===== config.mk =====
export PLATFORM = sky130hd
export DESIGN_NAME = qqspi_arbiter_flat
export DESIGN_NICKNAME = d
export VERILOG_FILES = /design/src/rtl/qqspi_arbiter_pkg.sv /design/src/rtl/qqspi_arbiter_if.sv /design/src/rtl/qqspi_arbiter_rr_arbiter2.sv /design/src/rtl/qqspi_arbiter.sv /design/src/flat_wrapper.sv
export SDC_FILE = /design/constraint.sdc
export NUM_CORES = 1
export LEC_CHECK = 0
export BUFFER_PORTS_ARGS = -buffer_cell sky130_fd_sc_hd__buf_4
export CORE_AREA = 2 2 104 106
export DETAILED_ROUTE_END_ITERATION = 8
export DIE_AREA = 0 0 106 108
export PLACE_DENSITY = 0.72
export SLEW_MARGIN = 40
export SYNTH_ARGS = -nofsm -noshare
export SYNTH_HDL_FRONTEND = slang
export SYNTH_SLANG_ARGS = --single-unit
export TNS_END_PERCENT = 50

===== constraint.sdc =====
create_clock -name clk -period 2.8 [get_ports clk]
set_clock_uncertainty 0.1 [all_clocks]
set_input_delay 0.42 -clock clk [delete_from_list [all_inputs] [get_ports clk]]
set_output_delay 0.42 -clock clk [all_outputs]
set_load 0.02 [all_outputs]

===== src/rtl/qqspi_arbiter_pkg.sv =====
// qqspi_arbiter_pkg
//   SoC address map for the shared quad-SPI bus (NOR flash + PSRAM), the
//   arbiter FSM state encoding, target selectors and the latched
//   transaction record.
//   No ports: imported by qqspi_arbiter_if and qqspi_arbiter.
package qqspi_arbiter_pkg;

    localparam logic [31:0] NOR_BASE   = 32'h2000_0000;
    localparam logic [31:0] NOR_SIZE   = 32'h0100_0000;
    localparam logic [31:0] PSRAM_BASE = 32'h8000_0000;
    localparam logic [31:0] PSRAM_SIZE = 32'h0080_0000;

    // Width of the qqspi word address
    localparam int MEM_AW = 23;

    localparam logic [1:0] ST_IDLE  = 2'd0;
    localparam logic [1:0] ST_ISSUE = 2'd1;
    localparam logic [1:0] ST_FAULT = 2'd2;
    localparam logic [1:0] ST_DONE  = 2'd3;

    // Value driven on qqspi PSRAM_SPIFLASH
    localparam logic TGT_NOR   = 1'b0;
    localparam logic TGT_PSRAM = 1'b1;

    typedef struct packed {
        logic [MEM_AW-1:0] addr;
        logic [31:0]       wdata;
        logic [3:0]        wstrb;
        logic              psram;
    } txn_t;

endpackage


===== src/rtl/qqspi_arbiter_if.sv =====
// qqspi_arbiter_if
//   Bundles the two requester ports and the qqspi-facing bus.
//   req_valid[1:0], req_addr0/1, req_wdata0/1, req_wstrb0/1 : requests
//   req_ready[1:0], req_fault[1:0], req_rdata               : responses
//   mem_valid, mem_addr, mem_wdata, mem_wstrb, mem_psram    : to qqspi
//   mem_ready, mem_rdata                                    : from qqspi
//   slave  : arbiter view (serves requesters, drives qqspi)
//   master : environment view (requesters + qqspi model)
interface qqspi_arbiter_if;
    import qqspi_arbiter_pkg::*;

    logic [1:0]        req_valid;
    logic [31:0]       req_addr0;
    logic [31:0]       req_addr1;
    logic [31:0]       req_wdata0;
    logic [31:0]       req_wdata1;
    logic [3:0]        req_wstrb0;
    logic [3:0]        req_wstrb1;
    logic [1:0]        req_ready;
    logic [1:0]        req_fault;
    logic [31:0]       req_rdata;

    logic              mem_valid;
    logic [MEM_AW-1:0] mem_addr;
    logic [31:0]       mem_wdata;
    logic [3:0]        mem_wstrb;
    logic              mem_psram;
    logic              mem_ready;
    logic [31:0]       mem_rdata;

    modport slave (
        input  req_valid, req_addr0, req_addr1, req_wdata0, req_wdata1,
               req_wstrb0, req_wstrb1, mem_ready, mem_rdata,
        output req_ready, req_fault, req_rdata,
               mem_valid, mem_addr, mem_wdata, mem_wstrb, mem_psram
    );

    modport master (
        output req_valid, req_addr0, req_addr1, req_wdata0, req_wdata1,
               req_wstrb0, req_wstrb1, mem_ready, mem_rdata,
        input  req_ready, req_fault, req_rdata,
               mem_valid, mem_addr, mem_wdata, mem_wstrb, mem_psram
    );

endinterface


===== src/rtl/qqspi_arbiter_rr_arbiter2.sv =====
// rr_arbiter2
//   Two-way round-robin grant, purely combinational.
//   req[1:0] : pending requests
//   last     : requester granted most recently
//   gnt      : index of the winner (valid when any=1)
//   any      : at least one request pending
module rr_arbiter2 (
    input  logic [1:0] req,
    input  logic       last,
    output logic       gnt,
    output logic       any
);

    always_comb begin
        any = |req;
        // On a tie the requester not served last wins; otherwise the lone
        // requester wins (req[1] is 0 when only requester 0 is asking).
        if (req == 2'b11)
            gnt = ~last;
        else
            gnt = req[1];
    end

endmodule


===== src/rtl/qqspi_arbiter.sv =====
// qqspi_arbiter
//   Shares one qqspi controller between requester 0 (CPU) and requester 1
//   (DMA). Decodes NOR/PSRAM windows, converts byte to word addresses,
//   arbitrates round-robin and runs one transaction at a time. NOR writes
//   and unmapped addresses get a fault response without touching qqspi.
//   clk, resetn : clock, synchronous active-low reset
//   bus         : qqspi_arbiter_if.slave (requester and qqspi signals)
//   busy        : FSM is not in IDLE
//
//   state    | meaning
//   ---------+-----------------------------------------------------------
//   IDLE     | waiting for a request; grant + decode + latch
//   ISSUE    | mem_valid to qqspi until mem_ready, then respond
//   FAULT    | one-cycle fault response to the granted requester
//   DONE     | dead cycle so the served requester can drop req_valid
module qqspi_arbiter
    import qqspi_arbiter_pkg::*;
(
    input  logic             clk,
    input  logic             resetn,
    qqspi_arbiter_if.slave   bus,
    output logic             busy
);

    logic [1:0]  state;
    logic        rr_last;
    logic        gnt;
    txn_t        txn_q;

    logic        arb_gnt;
    logic        arb_any;

    logic [31:0] sel_addr;
    logic [31:0] sel_wdata;
    logic [3:0]  sel_wstrb;
    logic [31:0] nor_off;
    logic [31:0] psram_off;
    logic        hit_nor;
    logic        hit_psram;
    logic        dec_fault;
    logic [MEM_AW-1:0] dec_addr;

    logic        issue_done;
    logic [1:0]  gnt_vec;

    rr_arbiter2 u_rr (
        .req  (bus.req_valid),
        .last (rr_last),
        .gnt  (arb_gnt),
        .any  (arb_any)
    );

    always_comb begin
        sel_addr  = arb_gnt ? bus.req_addr1  : bus.req_addr0;
        sel_wdata = arb_gnt ? bus.req_wdata1 : bus.req_wdata0;
        sel_wstrb = arb_gnt ? bus.req_wstrb1 : bus.req_wstrb0;

        // Unsigned wrap makes one compare cover both window bounds.
        nor_off   = sel_addr - NOR_BASE;
        psram_off = sel_addr - PSRAM_BASE;
        hit_nor   = nor_off < NOR_SIZE;
        hit_psram = psram_off < PSRAM_SIZE;

        dec_addr  = hit_psram ? {1'b0, psram_off[23:2]} : {1'b0, nor_off[23:2]};
        dec_fault = !(hit_nor || hit_psram) || (hit_nor && (|sel_wstrb));
    end

    always_ff @(posedge clk) begin
        if (!resetn) begin
            state   <= ST_IDLE;
            rr_last <= 1'b1;
            gnt     <= 1'b0;
            txn_q   <= '0;
        end else begin
            case (state)
                ST_IDLE: begin
                    if (arb_any) begin
                        gnt         <= arb_gnt;
                        rr_last     <= arb_gnt;
                        txn_q.addr  <= dec_addr;
                        txn_q.wdata <= sel_wdata;
                        txn_q.wstrb <= sel_wstrb;
                        txn_q.psram <= hit_psram ? TGT_PSRAM : TGT_NOR;
                        state       <= dec_fault ? ST_FAULT : ST_ISSUE;
                    end
                end
                ST_ISSUE: begin
                    if (bus.mem_ready)
                        state <= ST_DONE;
                end
                ST_FAULT: state <= ST_DONE;
                ST_DONE:  state <= ST_IDLE;
                default:  state <= ST_IDLE;
            endcase
        end
    end

    always_comb begin
        issue_done = (state == ST_ISSUE) && bus.mem_ready;
        gnt_vec    = gnt ? 2'b10 : 2'b01;
    end

    // mem_valid drops in the ready cycle so qqspi never sees a fresh request
    // overlapping its completion.
    assign bus.mem_valid = (state == ST_ISSUE) && !bus.mem_ready;
    assign bus.mem_addr  = txn_q.addr;
    assign bus.mem_wdata = txn_q.wdata;
    assign bus.mem_wstrb = txn_q.wstrb;
    assign bus.mem_psram = txn_q.psram;

    assign bus.req_ready = (issue_done || (state == ST_FAULT)) ? gnt_vec : 2'b00;
    assign bus.req_fault = (state == ST_FAULT) ? gnt_vec : 2'b00;
    assign bus.req_rdata = (issue_done && (txn_q.wstrb == 4'h0)) ? bus.mem_rdata : 32'h0;

    assign busy = (state != ST_IDLE);

endmodule


===== src/flat_wrapper.sv =====
// flat-port wrapper written by rule: the top's interface ports become plain ports
module qqspi_arbiter_flat import qqspi_arbiter_pkg::*;
  (clk, resetn, busy, bus_req_valid, bus_req_addr0, bus_req_addr1, bus_req_wdata0, bus_req_wdata1, bus_req_wstrb0, bus_req_wstrb1, bus_mem_ready, bus_mem_rdata, bus_req_ready, bus_req_fault, bus_req_rdata, bus_mem_valid, bus_mem_addr, bus_mem_wdata, bus_mem_wstrb, bus_mem_psram);
  qqspi_arbiter_if bus_i ();
  input  logic clk;
  input  logic resetn;
  output logic busy;
  input wire logic [$bits(bus_i.req_valid)-1:0] bus_req_valid;
  input wire logic [$bits(bus_i.req_addr0)-1:0] bus_req_addr0;
  input wire logic [$bits(bus_i.req_addr1)-1:0] bus_req_addr1;
  input wire logic [$bits(bus_i.req_wdata0)-1:0] bus_req_wdata0;
  input wire logic [$bits(bus_i.req_wdata1)-1:0] bus_req_wdata1;
  input wire logic [$bits(bus_i.req_wstrb0)-1:0] bus_req_wstrb0;
  input wire logic [$bits(bus_i.req_wstrb1)-1:0] bus_req_wstrb1;
  input wire logic [$bits(bus_i.mem_ready)-1:0] bus_mem_ready;
  input wire logic [$bits(bus_i.mem_rdata)-1:0] bus_mem_rdata;
  output wire logic [$bits(bus_i.req_ready)-1:0] bus_req_ready;
  output wire logic [$bits(bus_i.req_fault)-1:0] bus_req_fault;
  output wire logic [$bits(bus_i.req_rdata)-1:0] bus_req_rdata;
  output wire logic [$bits(bus_i.mem_valid)-1:0] bus_mem_valid;
  output wire logic [$bits(bus_i.mem_addr)-1:0] bus_mem_addr;
  output wire logic [$bits(bus_i.mem_wdata)-1:0] bus_mem_wdata;
  output wire logic [$bits(bus_i.mem_wstrb)-1:0] bus_mem_wstrb;
  output wire logic [$bits(bus_i.mem_psram)-1:0] bus_mem_psram;
  assign bus_i.req_valid = bus_req_valid;
  assign bus_i.req_addr0 = bus_req_addr0;
  assign bus_i.req_addr1 = bus_req_addr1;
  assign bus_i.req_wdata0 = bus_req_wdata0;
  assign bus_i.req_wdata1 = bus_req_wdata1;
  assign bus_i.req_wstrb0 = bus_req_wstrb0;
  assign bus_i.req_wstrb1 = bus_req_wstrb1;
  assign bus_i.mem_ready = bus_mem_ready;
  assign bus_i.mem_rdata = bus_mem_rdata;
  assign bus_req_ready = bus_i.req_ready;
  assign bus_req_fault = bus_i.req_fault;
  assign bus_req_rdata = bus_i.req_rdata;
  assign bus_mem_valid = bus_i.mem_valid;
  assign bus_mem_addr = bus_i.mem_addr;
  assign bus_mem_wdata = bus_i.mem_wdata;
  assign bus_mem_wstrb = bus_i.mem_wstrb;
  assign bus_mem_psram = bus_i.mem_psram;
  qqspi_arbiter u_core (.clk(clk), .resetn(resetn), .bus(bus_i), .busy(busy));
endmodule

==> qor.yml, run 1 <==
sta:
  setup_viol: 0
  finalWorstSetupSlack_ns: 0.282
  period_needed_ns: 2.52
  maxSlewHeadroom: 0.522
  slew_violations: 0
  hold_viol: 0
  worst_pin_slew_ns: 0.717
  fmax_ghz: 0.397
  period_share: 0.899
  rsz0062_at_grt: "false"
  whs_ns: 0.223
  tns_ns: 0
clock_network:
  clkLatencyLatePin_ns: 0.33
  cts_resized: 0
  clock_path_buffers: 2
  cts_hold_buf: 0
  numCtsBuffers: 9
  path_clk_slew_ns: 0.06
  clkSinkCount: 63
  cts_tree: "done"
  cts_setup_buffers: 0
  root_buffer: "clkbuf_8"
  cts_max_level: 3
critical_path:
  cp-start-kind: "register"
  crit_fanout: 32
  worstSetupEndpointType: "output pin"
  r2r_cells: 6
  r2r-start: "u_core.state[0]"
  rrSetupSlack_ns: 0.81
  regToRegEndpoint: "u_core.bus.mem_addr[1]"
  critPathKind: "reg2out"
  crit_arrival_ns: 2.00
  required_ns: 2.28
global_routing:
  grtUsageTotal: 0.189
  grt_max_degree: 50
  grt_pass1_vias: 3649
  grt_overflow: 0
  grt_pass1_wl_mm: 17.0
  antenna_found_initial: 0
logic_synthesis:
  synth_nets: 537
  synth_area_leaders: "dfxtp_1, mux2i_1, a211oi_1"
  synthCells: 360
  synth_seq_cells: 63
  synth.area.mux_share: 0.182
  yosysTopAreaCell: "dfxtp_1"
  synthArstFlopShare: 0
  seq_area_frac_synth: 0.383
  synth_fa_ha_area_frac: 0.0152
  syn_area_um2: 3290
  postSynthAreaPerCell_um2: 9.15
  synth_xor_xnor_area_share: 0.00532
  yosysWarnings: 0
  synth_top_family_by_area: "simple AND/OR/NAND/NOR gates"
  yosys.area_share.simple: 0.187
  synth.most_common_cell: "nor2_1"
  synth_compound_area_frac: 0.169
  synth.distinct_cells: 39
  netlist.area_leader.share: 0.383
  synthFlopType: "dfxtp_1"
  synth_edf_count: 0
  ys_top_cells_by_count: "nor2_1, dfxtp_1, mux2i_1, a211oi_1, and2_1"
place:
  pre_cts_ws_ns: 0.575
  dp.cells: 738
  portBuffers: 265
  gp_congestion: 0.742
  place_hpwl_mm: 9.10
run_status:
  outcome: "finished clean"
final_layout:
  drive_gt1_frac: 0.473
  n_fill_cell: 938
  final_nets: 790
  area_delta_synth_final_pct: 68.9
  ff_latch_area_um2: 1260
  final_cells: 753
  n_antenna_cell: 0
  multiInputGateArea_um2: 1860
floorplanning:
  pin_count: 271
  core_region_area_um2: 10200
  fp-row-count: 37
  die_h_um: 108
  die_w_um: 106
  fp.dieArea_um2: 11400
  start_util: 0.322
route:
  via_per_inst: 4.76
  drtIter0Drc: 116
  drc: 0
  wire_per_inst_um: 14.8
  dr.pass1.iters: 4
  wl_mm: 11.2
  num_vias: 3582
  antenna_left: 0
power:
  power_density_nw_per_um2: 848
  total_power_mw: 4.72
  p_leak_nw: 2.67
  ir_worst_vdd_mv: 0.369
hold_path:
  hp-class: "in2reg"
  hold_start: "resetn"
  hold_end: "u_core.rr_last"
  hold_depth: 2
job:
  drv_cap: 0
==> per-stage QoR <==
step / util / instance area, um2
after floorplan: - / 3290
after global routing: 0.544 / 5560
final: 0.544 / 5560
after detailed placement: 0.525 / 5370
after global placement: 0.525 / 5370
after CTS: 0.544 / 5560
==> cells by family (layout without fill, tap and decap cells) <==
kind of cell    Yosys count  after routing
xor+xnor                  2              2
other cells               1              1
compound gates           74             74
mux                      60             60
fa+ha+maj                 4              4
buf+inv                  35            292
simple gates            121            121
flops                    63             63
==> power breakdown <==
| group | internal (mW) | total, mW | leakage [nW] | switching [mW] |
|---|---|---|---|---|
| Clock | 0.454 | 0.794 | 0.0985 | 0.340 |
| Sequential | 1.24 | 1.43 | 0.523 | 0.187 |
| Combinational | 1.09 | 2.49 | 2.05 | 1.40 |
==> placed cells by master, fill, tap and decap left out, drive strengths merged, types with 4 or more instances in the layout <==
master | netlist | routed
buf | 17 | 273
nor2 | 67 | 67
dfxtp | 63 | 63
mux2i | 60 | 60
a211oi | 58 | 58
and2 | 34 | 34
clkbuf | 14 | 12
nor2b | 4 | 4
ha | 4 | 4
inv | 4 | 4
==> per-layer routing <==
metal | track usage | vias up | wire [um]
met4 | 0.0930 | 0 | 379
met1 | 0.179 | 1584 | 3870
li1 | - | 1801 | -
met3 | 0.0597 | 29 | 937
met2 | 0.365 | 168 | 5970
met5 | 0 | - | 0
==> state kept, by name (all words and copies together), names as in the netlist <==
name / cells
u_core.gnt: 1
u_core.rr_last: 1
u_core.bus.mem_psram: 1
u_core.bus.mem_addr: 22
u_core.bus.mem_wdata: 32
u_core.bus.mem_wstrb: 4
u_core.state: 2
==> area by class of cell <==
cell class              instances  area share
clock buffers                  12      0.0279
clock inverters                 3     0.00765
inverters                       4     0.00270
multi-input cells             262       0.334
flip-flops and latches         63       0.227
well taps                     136      0.0306
repair buffers                273       0.371
==> worst max-delay path by stage <==
| stage | startpoint | endpoint | slack [ns] | cells past startpoint |
|---|---|---|---|---|
| 2_1_floorplan | bus_req_valid[1] | u_core.state[1] | 0.68 | 9 |
| 3_3_place_gp | u_core.bus.mem_wstrb[0] | bus_req_rdata[30] | 0.63 | 4 |
| 3_5_place_dp | u_core.bus.mem_wstrb[0] | bus_req_rdata[30] | 0.57 | 4 |
| 4_1_cts | u_core.bus.mem_wstrb[0] | bus_req_rdata[30] | 0.21 | 4 |
| 5_1_grt | u_core.bus.mem_wstrb[0] | bus_req_rdata[3] | 0.06 | 4 |
| 6_report | u_core.bus.mem_wstrb[0] | bus_req_rdata[30] | 0.28 | 4 |
==> critical path, stage by stage, from the launching register on <==
cell and delay, ns:
dfxtp_1 0.32, nor4_1 0.29, and3_1 0.67, and2_1 0.24, buf_4 0.14
Power figures use the tool's default switching activity.
==> inputs of run 2 (changes only) <==
CELL_PAD_IN_SITES_DETAIL_PLACEMENT = 1   (was unset)
CELL_PAD_IN_SITES_GLOBAL_PLACEMENT = 1   (was unset)
CORE_AREA = unset   (was 2 2 104 106)
CORE_MARGIN = 1   (was unset)
CORE_UTILIZATION = 26   (was unset)
DIE_AREA = unset   (was 0 0 106 108)
PLACE_DENSITY = 0.84   (was 0.72)
==> run 2 against run 1 <==
  * Critical path type unchanged
  * Routed wire length is 15% higher
  * Clock power is 34% higher
  * Register-to-register slack worse by 0.06 ns
  * Critical endpoint is now bus_req_rdata[6]
  * Sequential power hardly changed
  * Largest cell class unchanged
  * Design area is 2.1% higher
  * Cell count is 4.1% higher
  * Global-route usage is 0.83 points higher
  * Critical path depth is 1 higher
==> qor.yml, run 2 (synthesis gave the netlist of run 1 again) <==
power:
  power_density_nw_per_um2: 888  # +4.7%
  p_int_mw: 2.99  # +7.0%
  ir_worst_vdd_mv: 0.331  # -10%
  pwr-share-seq: 0.288  # -0.015
  power.switching_mw: 2.06  # +6.7%
  sw_frac_of_total: 0.408  # -0.000598
  pwr-share-comb: 0.502  # -0.026
  p_clk_frac: 0.209  # +0.041
  p_leak_nw: 2.70  # +1.2%
route:
  num_vias: 3716  # +3.7%
  wl_mm: 12.8  # +15%
  drtIter0Drc: 77  # -34%
  wire_per_inst_um: 16.4  # +10%
  via_per_inst: 4.74  # -0.36%
  drc: 0  # unchanged
  antenna_left: 0  # unchanged
  dr.pass1.iters: 4  # unchanged
critical_path:
  critPathKind: "reg2out"
  worstSetupEndpointType: "output pin"
  crit_arrival_ns: 1.74  # -0.26 ns
  critPathMaxStageDelay_ns: 0.33  # -0.34 ns
  crit_top_cell: "buf_4"
  crit_fanout: 32  # unchanged
  cp-start-kind: "register"
  required_ns: 2.28  # about the same
  cp_slowest_cell: "dfxtp_1"
  cp_cell_sequence: "nor4_1 > and3_1 > buf_4 > and2_1 > buf_4"
floorplanning:
  core_region_area_um2: 12200  # +19%
  die_h_um: 115  # +6.1%
  start_util: 0.271  # -0.0511
  pin_count: 271  # unchanged
  die_w_um: 115  # +8.1%
  fp-row-count: 40  # +8.1%
  fp.dieArea_um2: 13100  # +15%
clock_network:
  cts_resized: 0  # unchanged
  cts_hold_buf: 0  # unchanged
  cts_tree: "done"
  path_clk_slew_ns: 0.05  # about the same
  clkLatencyLatePin_ns: 0.33  # about the same
  cts_max_level: 3  # unchanged
  cts_setup_buffers: 0  # unchanged
  clock_path_buffers: 2  # unchanged
  clkSinkCount: 63  # unchanged
  root_buffer: "clkbuf_16"
  numCtsBuffers: 9  # unchanged
place:
  gp_congestion: 0.752  # +1.4%
  pre_cts_ws_ns: 0.659  # +0.0841 ns
  place_hpwl_mm: 10.4  # +14%
  placed_area_um2: 5400  # +0.70%
  portBuffers: 265  # unchanged
final_layout:
  final_common_cell: "buf_4"
  n_antenna_cell: 0  # unchanged
  ff_latch_area_um2: 1260  # unchanged
  layout_common_cells: "buf_4, nor2_1, dfxtp_1"
  n_fill_cell: 1439  # +53%
  multiInputGateArea_um2: 1860  # unchanged
  final_area_um2: 5680  # +2.1%
  drive_gt1_frac: 0.471  # -0.00248
  area_delta_synth_final_pct: 72.5
  final_core_util: 0.467  # -0.0767
  final_nets: 788  # -0.25%
  largest_register_ffs: 32  # unchanged
sta:
  period_needed_ns: 2.26  # -0.257 ns
  period_share: 0.807  # -0.0918
  setup_viol: 0  # unchanged
  fmax_ghz: 0.442  # +11%
  hold_viol: 0  # unchanged
  finalWorstSetupSlack_ns: 0.539  # +0.257 ns
  rsz0062_at_grt: "false"
  slew_violations: 0  # unchanged
  tns_ns: 0  # unchanged
global_routing:
  grt_pass1_vias: 3905  # +7.0%
  grtUsageTotal: 0.197  # +0.00827
  grt_pass1_wl_mm: 19.7  # +16%
  grt_max_degree: 66  # +32%
  grt_overflow: 0  # unchanged
  antenna_found_initial: 0  # unchanged
hold_path:
  hp-class: "in2reg"
run_status:
  outcome: "finished clean"
job:
  drv_cap: 0  # unchanged
[run 2: cell types whose count changed in the layout (fill, tap and decap cells not counted), sizes merged]
cell and delta:
clkbuf +1, bufinv -1, clkinv +1, buf -2
[run 2: area by class of cell]
| type | instances | share of cell area |
|---|---|---|
| clock buffers | 13 | 0.0458 |
| flip-flops and latches | 63 | 0.222 |
| inverters | 4 | 0.00264 |
| repair buffers | 271 | 0.362 |
| well taps | 168 | 0.0370 |
| multi-input cells | 262 | 0.327 |
| clock inverters | 3 | 0.00308 |
[run 2: stage by stage]
stage / total power [mW] / hold WS [ns] / instances
after floorplan: 2.95 / 0.396 / 360
after global placement: 3.93 / 0.387 / 768
after detailed placement: 4.04 / 0.393 / 768
after CTS: 5.11 / 0.206 / 784
after global routing: 5.38 / 0.209 / 784
final: 5.04 / 0.215 / 784
[run 2: per-layer routing]
layer,GRT usage,share of wire,vias up
li1,-,-,1795
met1,0.182,0.34,1729
met2,0.389,0.54,167
met3,0.0614,0.092,25
met4,0.0892,0.029,0
met5,0,0,-
[run 2: path summary, 6_finish.rpt]
kind,startpoint,end,slack (ns),depth (start not counted)
min reg2reg,u_core.bus.mem_psram,u_core.bus.mem_psram,0.40,2
max reg2reg,u_core.state[0],u_core.bus.mem_addr[2],0.75,6
max,u_core.bus.mem_wstrb[1],bus_req_rdata[6],0.54,5
min,resetn,u_core.rr_last,0.22,2
[run 2: power groups by stage]
| stage | clock [mW] | combinational, mW | sequential (mW) |
|---|---|---|---|
| 4_1_cts | 1.08 | 2.57 | 1.46 |
| 3_3_place_gp | 0 | 2.48 | 1.44 |
| 3_5_place_dp | 0 | 2.56 | 1.47 |
| 5_1_grt | 1.13 | 2.76 | 1.50 |
| 6_report | 1.06 | 2.53 | 1.45 |
| 2_1_floorplan | 0 | 1.12 | 1.82 |
[run 2: worst max-delay path: cells and delay by family, from the launching register on]
family        cells  cell delay [ns]
flops             1             0.33
simple gates      3             0.71
buf+inv           2             0.38
